===== src/rtl/vga_draw_arbiter_if.sv =====
// Pixel-write bus between the per-object draw FSMs and the arbiter, plus the arbiter's VGA-side outputs.
// The master side (draw FSMs) drives the request bus; the slave side (arbiter) drives grant and the VGA port.
interface vga_draw_arbiter_if #(
    parameter int NUM_REQ = 4,
    parameter int X_W     = 8,
    parameter int Y_W     = 7,
    parameter int COL_W   = 3
);
    logic [NUM_REQ-1:0]       req;
    logic [NUM_REQ-1:0]       last;
    logic [NUM_REQ-1:0]       write_en_in;
    logic [NUM_REQ*X_W-1:0]   x_in;
    logic [NUM_REQ*Y_W-1:0]   y_in;
    logic [NUM_REQ*COL_W-1:0] colour_in;
    logic [NUM_REQ-1:0]       grant;
    logic [X_W-1:0]           vga_x;
    logic [Y_W-1:0]           vga_y;
    logic [COL_W-1:0]         vga_colour;
    logic                     vga_plot;
    logic                     busy;
    logic                     timeout;

    modport master (
        output req, last, write_en_in, x_in, y_in, colour_in,
        input  grant, vga_x, vga_y, vga_colour, vga_plot, busy, timeout
    );

    modport slave (
        input  req, last, write_en_in, x_in, y_in, colour_in,
        output grant, vga_x, vga_y, vga_colour, vga_plot, busy, timeout
    );
endinterface


===== src/rtl/vga_draw_arbiter.sv =====
// Round-robin arbiter sharing the single VGA pixel write port between NUM_REQ draw FSMs.
// state | meaning
// IDLE  | no owner; pick next requester after rr_ptr, at least one cycle between bursts
// BURST | requester rr_ptr owns the port until last, request drop, or MAX_BURST cycles
module vga_draw_arbiter #(
    parameter int NUM_REQ   = 4,
    parameter int X_W       = 8,
    parameter int Y_W       = 7,
    parameter int COL_W     = 3,
    parameter int MAX_BURST = 16
) (
    input  logic              clk,
    input  logic              reset_n,
    vga_draw_arbiter_if.slave bus
);
    localparam int PTR_W = (NUM_REQ > 1) ? $clog2(NUM_REQ) : 1;
    localparam int CNT_W = $clog2(MAX_BURST + 1);

    typedef enum logic {IDLE = 1'b0, BURST = 1'b1} state_t;

    state_t             state, state_nxt;
    logic [PTR_W-1:0]   rr_ptr, rr_ptr_nxt;
    logic [CNT_W-1:0]   burst_cnt, burst_cnt_nxt;
    logic [NUM_REQ-1:0] grant_q, grant_nxt;
    logic               timeout_q, timeout_nxt;
    logic               plot_q;
    logic [X_W-1:0]     vga_x_q;
    logic [Y_W-1:0]     vga_y_q;
    logic [COL_W-1:0]   vga_colour_q;

    logic               found;
    logic [PTR_W-1:0]   cand, win;
    logic               sel_req, sel_last, sel_we;
    logic [X_W-1:0]     sel_x;
    logic [Y_W-1:0]     sel_y;
    logic [COL_W-1:0]   sel_colour;
    logic               pix_ok;

    // While in BURST rr_ptr is the granted index, so it drives the data mux directly.
    always_comb begin
        sel_req    = 1'b0;
        sel_last   = 1'b0;
        sel_we     = 1'b0;
        sel_x      = '0;
        sel_y      = '0;
        sel_colour = '0;
        for (int i = 0; i < NUM_REQ; i++) begin
            if (PTR_W'(i) == rr_ptr) begin
                sel_req    = bus.req[i];
                sel_last   = bus.last[i];
                sel_we     = bus.write_en_in[i];
                sel_x      = bus.x_in[i*X_W +: X_W];
                sel_y      = bus.y_in[i*Y_W +: Y_W];
                sel_colour = bus.colour_in[i*COL_W +: COL_W];
            end
        end
    end

    always_comb begin
        found = 1'b0;
        win   = rr_ptr;
        cand  = rr_ptr;
        for (int k = 1; k <= NUM_REQ; k++) begin
            cand = (int'(rr_ptr) + k >= NUM_REQ) ? PTR_W'(int'(rr_ptr) + k - NUM_REQ)
                                                 : PTR_W'(int'(rr_ptr) + k);
            if (!found && bus.req[cand]) begin
                found = 1'b1;
                win   = cand;
            end
        end
    end

    always_comb begin
        state_nxt     = state;
        grant_nxt     = grant_q;
        rr_ptr_nxt    = rr_ptr;
        burst_cnt_nxt = burst_cnt;
        timeout_nxt   = 1'b0;
        case (state)
            IDLE: begin
                if (found) begin
                    state_nxt      = BURST;
                    grant_nxt      = '0;
                    grant_nxt[win] = 1'b1;
                    rr_ptr_nxt     = win;
                    burst_cnt_nxt  = CNT_W'(1);
                end
            end
            BURST: begin
                // Normal release wins over the count limit, so no timeout when both coincide.
                if (sel_last || !sel_req) begin
                    state_nxt     = IDLE;
                    grant_nxt     = '0;
                    burst_cnt_nxt = '0;
                end else if (burst_cnt == CNT_W'(MAX_BURST)) begin
                    state_nxt     = IDLE;
                    grant_nxt     = '0;
                    burst_cnt_nxt = '0;
                    timeout_nxt   = 1'b1;
                end else begin
                    burst_cnt_nxt = burst_cnt + CNT_W'(1);
                end
            end
            default: begin
                state_nxt = IDLE;
                grant_nxt = '0;
            end
        endcase
    end

    always_ff @(posedge clk or negedge reset_n) begin
        if (!reset_n) begin
            state     <= IDLE;
            grant_q   <= '0;
            rr_ptr    <= PTR_W'(NUM_REQ - 1);
            burst_cnt <= '0;
            timeout_q <= 1'b0;
        end else begin
            state     <= state_nxt;
            grant_q   <= grant_nxt;
            rr_ptr    <= rr_ptr_nxt;
            burst_cnt <= burst_cnt_nxt;
            timeout_q <= timeout_nxt;
        end
    end

    assign pix_ok = (state == BURST) && sel_we;

    always_ff @(posedge clk or negedge reset_n) begin
        if (!reset_n) begin
            plot_q       <= 1'b0;
            vga_x_q      <= '0;
            vga_y_q      <= '0;
            vga_colour_q <= '0;
        end else begin
            plot_q <= pix_ok;
            if (pix_ok) begin
                vga_x_q      <= sel_x;
                vga_y_q      <= sel_y;
                vga_colour_q <= sel_colour;
            end
        end
    end

    assign bus.grant      = grant_q;
    assign bus.busy       = (state == BURST);
    assign bus.timeout    = timeout_q;
    assign bus.vga_plot   = plot_q;
    assign bus.vga_x      = vga_x_q;
    assign bus.vga_y      = vga_y_q;
    assign bus.vga_colour = vga_colour_q;
endmodule


===== src/flat_wrapper.sv =====
// flat-port wrapper written by rule: the top's interface ports become plain ports
module vga_draw_arbiter_flat 
#(
    parameter int NUM_REQ   = 4,
    parameter int X_W       = 8,
    parameter int Y_W       = 7,
    parameter int COL_W     = 3,
    parameter int MAX_BURST = 16
)
  (clk, reset_n, bus_req, bus_last, bus_write_en_in, bus_x_in, bus_y_in, bus_colour_in, bus_grant, bus_vga_x, bus_vga_y, bus_vga_colour, bus_vga_plot, bus_busy, bus_timeout);
  vga_draw_arbiter_if #(.NUM_REQ(NUM_REQ), .X_W(X_W), .Y_W(Y_W), .COL_W(COL_W)) bus_i ();
  input  logic clk;
  input  logic reset_n;
  input wire logic [$bits(bus_i.req)-1:0] bus_req;
  input wire logic [$bits(bus_i.last)-1:0] bus_last;
  input wire logic [$bits(bus_i.write_en_in)-1:0] bus_write_en_in;
  input wire logic [$bits(bus_i.x_in)-1:0] bus_x_in;
  input wire logic [$bits(bus_i.y_in)-1:0] bus_y_in;
  input wire logic [$bits(bus_i.colour_in)-1:0] bus_colour_in;
  output wire logic [$bits(bus_i.grant)-1:0] bus_grant;
  output wire logic [$bits(bus_i.vga_x)-1:0] bus_vga_x;
  output wire logic [$bits(bus_i.vga_y)-1:0] bus_vga_y;
  output wire logic [$bits(bus_i.vga_colour)-1:0] bus_vga_colour;
  output wire logic [$bits(bus_i.vga_plot)-1:0] bus_vga_plot;
  output wire logic [$bits(bus_i.busy)-1:0] bus_busy;
  output wire logic [$bits(bus_i.timeout)-1:0] bus_timeout;
  assign bus_i.req = bus_req;
  assign bus_i.last = bus_last;
  assign bus_i.write_en_in = bus_write_en_in;
  assign bus_i.x_in = bus_x_in;
  assign bus_i.y_in = bus_y_in;
  assign bus_i.colour_in = bus_colour_in;
  assign bus_grant = bus_i.grant;
  assign bus_vga_x = bus_i.vga_x;
  assign bus_vga_y = bus_i.vga_y;
  assign bus_vga_colour = bus_i.vga_colour;
  assign bus_vga_plot = bus_i.vga_plot;
  assign bus_busy = bus_i.busy;
  assign bus_timeout = bus_i.timeout;
  vga_draw_arbiter #(.NUM_REQ(NUM_REQ), .X_W(X_W), .Y_W(Y_W), .COL_W(COL_W), .MAX_BURST(MAX_BURST)) u_core (.clk(clk), .reset_n(reset_n), .bus(bus_i));
endmodule

===== config.mk =====
export PLATFORM = sky130hd
export DESIGN_NAME = vga_draw_arbiter_flat
export DESIGN_NICKNAME = d
export VERILOG_FILES = /design/src/rtl/vga_draw_arbiter_if.sv /design/src/rtl/vga_draw_arbiter.sv /design/src/flat_wrapper.sv
export SDC_FILE = /design/constraint.sdc
export NUM_CORES = 1
export LEC_CHECK = 0
export ABC_AREA = 1
export CAP_MARGIN = 20
export CORE_MARGIN = 3
export CORE_UTILIZATION = 41
export DETAILED_ROUTE_END_ITERATION = 8
export PLACE_DENSITY = 0.81
export SKIP_LAST_GASP = 1
export SYNTH_ARGS = -nofsm -noshare
export SYNTH_HDL_FRONTEND = slang
export SYNTH_SLANG_ARGS = --single-unit

===== constraint.sdc =====
create_clock -name clk -period 2.6 [get_ports clk]
set_input_delay 0.52 -clock clk [delete_from_list [all_inputs] [get_ports clk]]
set_output_delay 0.52 -clock clk [all_outputs]
set_load 0.02 [all_outputs]

==> impl_metrics.env <==
export IMPL_synth_ff_type="dfrtp_1"
export IMPL_grt_ovfl_total=0
export IMPL_worstPathCellList="inv_2 > ha_1 > nor2_2 > nand2_1 > nand2_1 > nand2_1 > nand2_1 > nand3_2 > inv_4 > nor2_1 > a31oi_1"
export IMPL_htreeDepth=2
export IMPL_place_congestion=0.8440
export IMPL_status="finished, final reports clean"
export IMPL_synthArstFlopShare_pct=100.0
export IMPL_ctsHoldBuffers=0
export IMPL_first_pass_iters=4
export IMPL_ys_ff_latch=32
export IMPL_synth_area_leaders="dfrtp_1, nand2_1, a22oi_1, a31oi_1, nand3_1"
export IMPL_min_from="u_core.bus.grant[3]"
export IMPL_worstPathMaxFanout=37
export IMPL_ys_warn_count=0
export IMPL_vias=2470
export IMPL_die_w_um=79.89
export IMPL_grt_max_degree=38
export IMPL_syn_nets=398
export IMPL_hpwl_um=5449
export IMPL_tightest_slew_ns=0.5913
export IMPL_cp_slowest_stage_delay_ns=0.60
export IMPL_cts_buffer_depth=2
export IMPL_antenna_found_initial=0
export IMPL_antenna_cells=0
export IMPL_clk_pin_slew_ns=0.07
export IMPL_fin_setup_tns_ns=0
export IMPL_drive_gt1_share_pct=9.420
export IMPL_hold_viol_final=0
export IMPL_critPathKind="reg -> reg"
export IMPL_area_delta_synth_final_pct=54.50
export IMPL_io_pins=111
export IMPL_drv_cap=0
export IMPL_crit_path_end_kind="register"
export IMPL_ys_seq_area_share_pct=35.89
export IMPL_syn_cell_area_um2=2238
export IMPL_fin_crit_sh_pct=85.59
export IMPL_maxSlewViolCount=0
export IMPL_postCtsResizedCells=0
export IMPL_yosysMostFrequentCell="nand2_1"
export IMPL_nets=505
export IMPL_synth_area_per_cell_um2=7.315
export IMPL_hold_path_class="reg -> reg"
export IMPL_leakagePower_uw=0.001488
export IMPL_synth_area_leader_cell="dfrtp_1"
export IMPL_synth_edff_count=0
export IMPL_cts_buffers=5
export IMPL_die_h_um=79.89
export IMPL_cp_startpoint="u_core.rr_ptr[1]"
export IMPL_first_global_vias=2332
export IMPL_coreArea_um2=5205
export IMPL_yosys_area_top_type_share_pct=33.54
export IMPL_grt_setup_unrepaired="false"
export IMPL_setup_viol=0
export IMPL_fin_worst_skew_ns=0.01018
export IMPL_cts_tree="yes"
export IMPL_final_core_util_pct=66.44
export IMPL_fmax_mhz=449.4
export IMPL_critPathSlowestCell="dfstp_2"
export IMPL_fillCellCount=466
export IMPL_required_ns=2.80
export IMPL_clock_sinks=32
export IMPL_grt_pass1_wl_um=10790
export IMPL_start_util_pct=43.00
export IMPL_insertion_delay_ns=0.28
export IMPL_drt_antenna_violating_nets=0
export IMPL_powerDensity_nw_per_um2=1150
export IMPL_drc=0
export IMPL_min_period_ns=2.225
export IMPL_critPathArrivalTime_ns=2.42
export IMPL_die_area_um2=6382
export IMPL_viasPerCell=5.103
export IMPL_max_slew_margin_rel_pct=60.54
export IMPL_wl_per_cell_um=14.41
export IMPL_drt_wl_total_um=6974
export IMPL_yosys_top_cells_count="nand2_1, dfrtp_1, nor2_1"
export IMPL_ys_types=32
export IMPL_synthCells=306
export IMPL_ir_drop_mv=0.6081
export IMPL_drtIter0Drc=106
export IMPL_port_buffers=110
export IMPL_crit_top_cell="nand2_1"
export IMPL_grt_use_total_pct=21.38
export IMPL_postCtsSetupBuffers=0
export IMPL_r2r_start="u_core.rr_ptr[1]"
export IMPL_cp_start_kind="register"
export IMPL_cts_root_buf="clkbuf_8"
export IMPL_num_rows=26
placed cells by master (no fill, tap or decap), types with 4 or more instances in the layout:
cell / n
nand2_1: 110
dfrtp_1: 30
nor2_1: 23
ha_1: 6
nand3_1: 18
o21ai_1: 6
a31oi_1: 18
buf_4: 6
nand2_4: 5
inv_2: 5
nand2_2: 5
clkbuf_8: 6
inv_1: 9
nand3_2: 4
a22oi_1: 18
o21ai_0: 18
clkdlybuf4s50_1: 110
cells by family (layout without fill, tap and decap cells):
logic type | Yosys count | in the layout | share of synthesized area [%]
AO/OA/AOI/OAI | 63 | 63 | 17.78
buffers and inverters | 32 | 140 | 7.657
flip-flops | 32 | 32 | 35.89
XOR/XNOR | 3 | 3 | 1.174
AND/OR/NAND/NOR | 170 | 170 | 34.15
adder cells (fa/ha/maj) | 6 | 6 | 3.354
registers in the layout, summed over array words and instances, names as in the netlist, 2 cells and up:
signal and cells:
u_core.burst_cnt 5, u_core.bus.grant 4, u_core.bus.vga_colour 3, u_core.bus.vga_x 8, u_core.bus.vga_y 7, u_core.rr_ptr 2
power breakdown:
group          total [uW]  switching [uW]  leakage [uW]  internal (uW)
Clock                 396             180     0.0000455            216
Combinational        2680            1620       0.00106           1060
Sequential            896             165      0.000387            731
Total                3980            1970       0.00149           2010
worst max-delay path: cells and delay by family, from the launching register on:
family | cells | cell delay, ns
compound gates | 1 | 0.17
fa+ha+maj | 1 | 0.34
buf+inv | 2 | 0.37
flops | 1 | 0.60
simple gates | 7 | 0.65
worst paths after layout:
path / endpoint / slack [ns] / cells past startpoint
setup / recovery: u_core.bus.vga_y[1] / 0.37 / 11
hold / removal: u_core.bus.grant[3] / 0.48 / 2
setup reg to reg: u_core.bus.vga_y[1] / 0.37 / 11
hold reg to reg: u_core.bus.grant[3] / 0.48 / 2
max in group asynchronous: u_core.rr_ptr[1] / 1.62 / 2
min in group asynchronous: u_core.bus.vga_colour[2] / 0.64 / 2
per-stage QoR:
stage          area (um^2)  setup WS [ns]  power [uW]  hold slack, ns  instances
2_1_floorplan         2238         0.6583        2784          0.2244        306
3_3_place_gp          3368         0.4245        3522          0.4655        476
3_5_place_dp          3368         0.3649        3593          0.4660        476
4_1_cts               3458         0.3396        3992          0.4852        484
5_1_grt               3458         0.1011        4331          0.5112        484
6_report              3458         0.3746        3976          0.4829        484
area by class of cell:
class / instances / area (um^2) / area share, %
clock buffer: 8 / 90.09 / 2.605
sequential: 32 / 803.3 / 23.23
timing repair buffer: 116 / 1146 / 33.14
inverter: 16 / 67.56 / 1.954
multi-input combinational: 242 / 1264 / 36.54
tap: 70 / 87.58 / 2.533
layer usage:
metal	vias to the layer above	routed length [um]	global-route usage (%)
met5	-	0	0
met4	0	34	4.392
met3	4	666	5.643
met2	100	3502	37.67
met1	1126	2770	26.07
li1	1240	-	-
No activity file was read; power rests on OpenSTA's default activity.
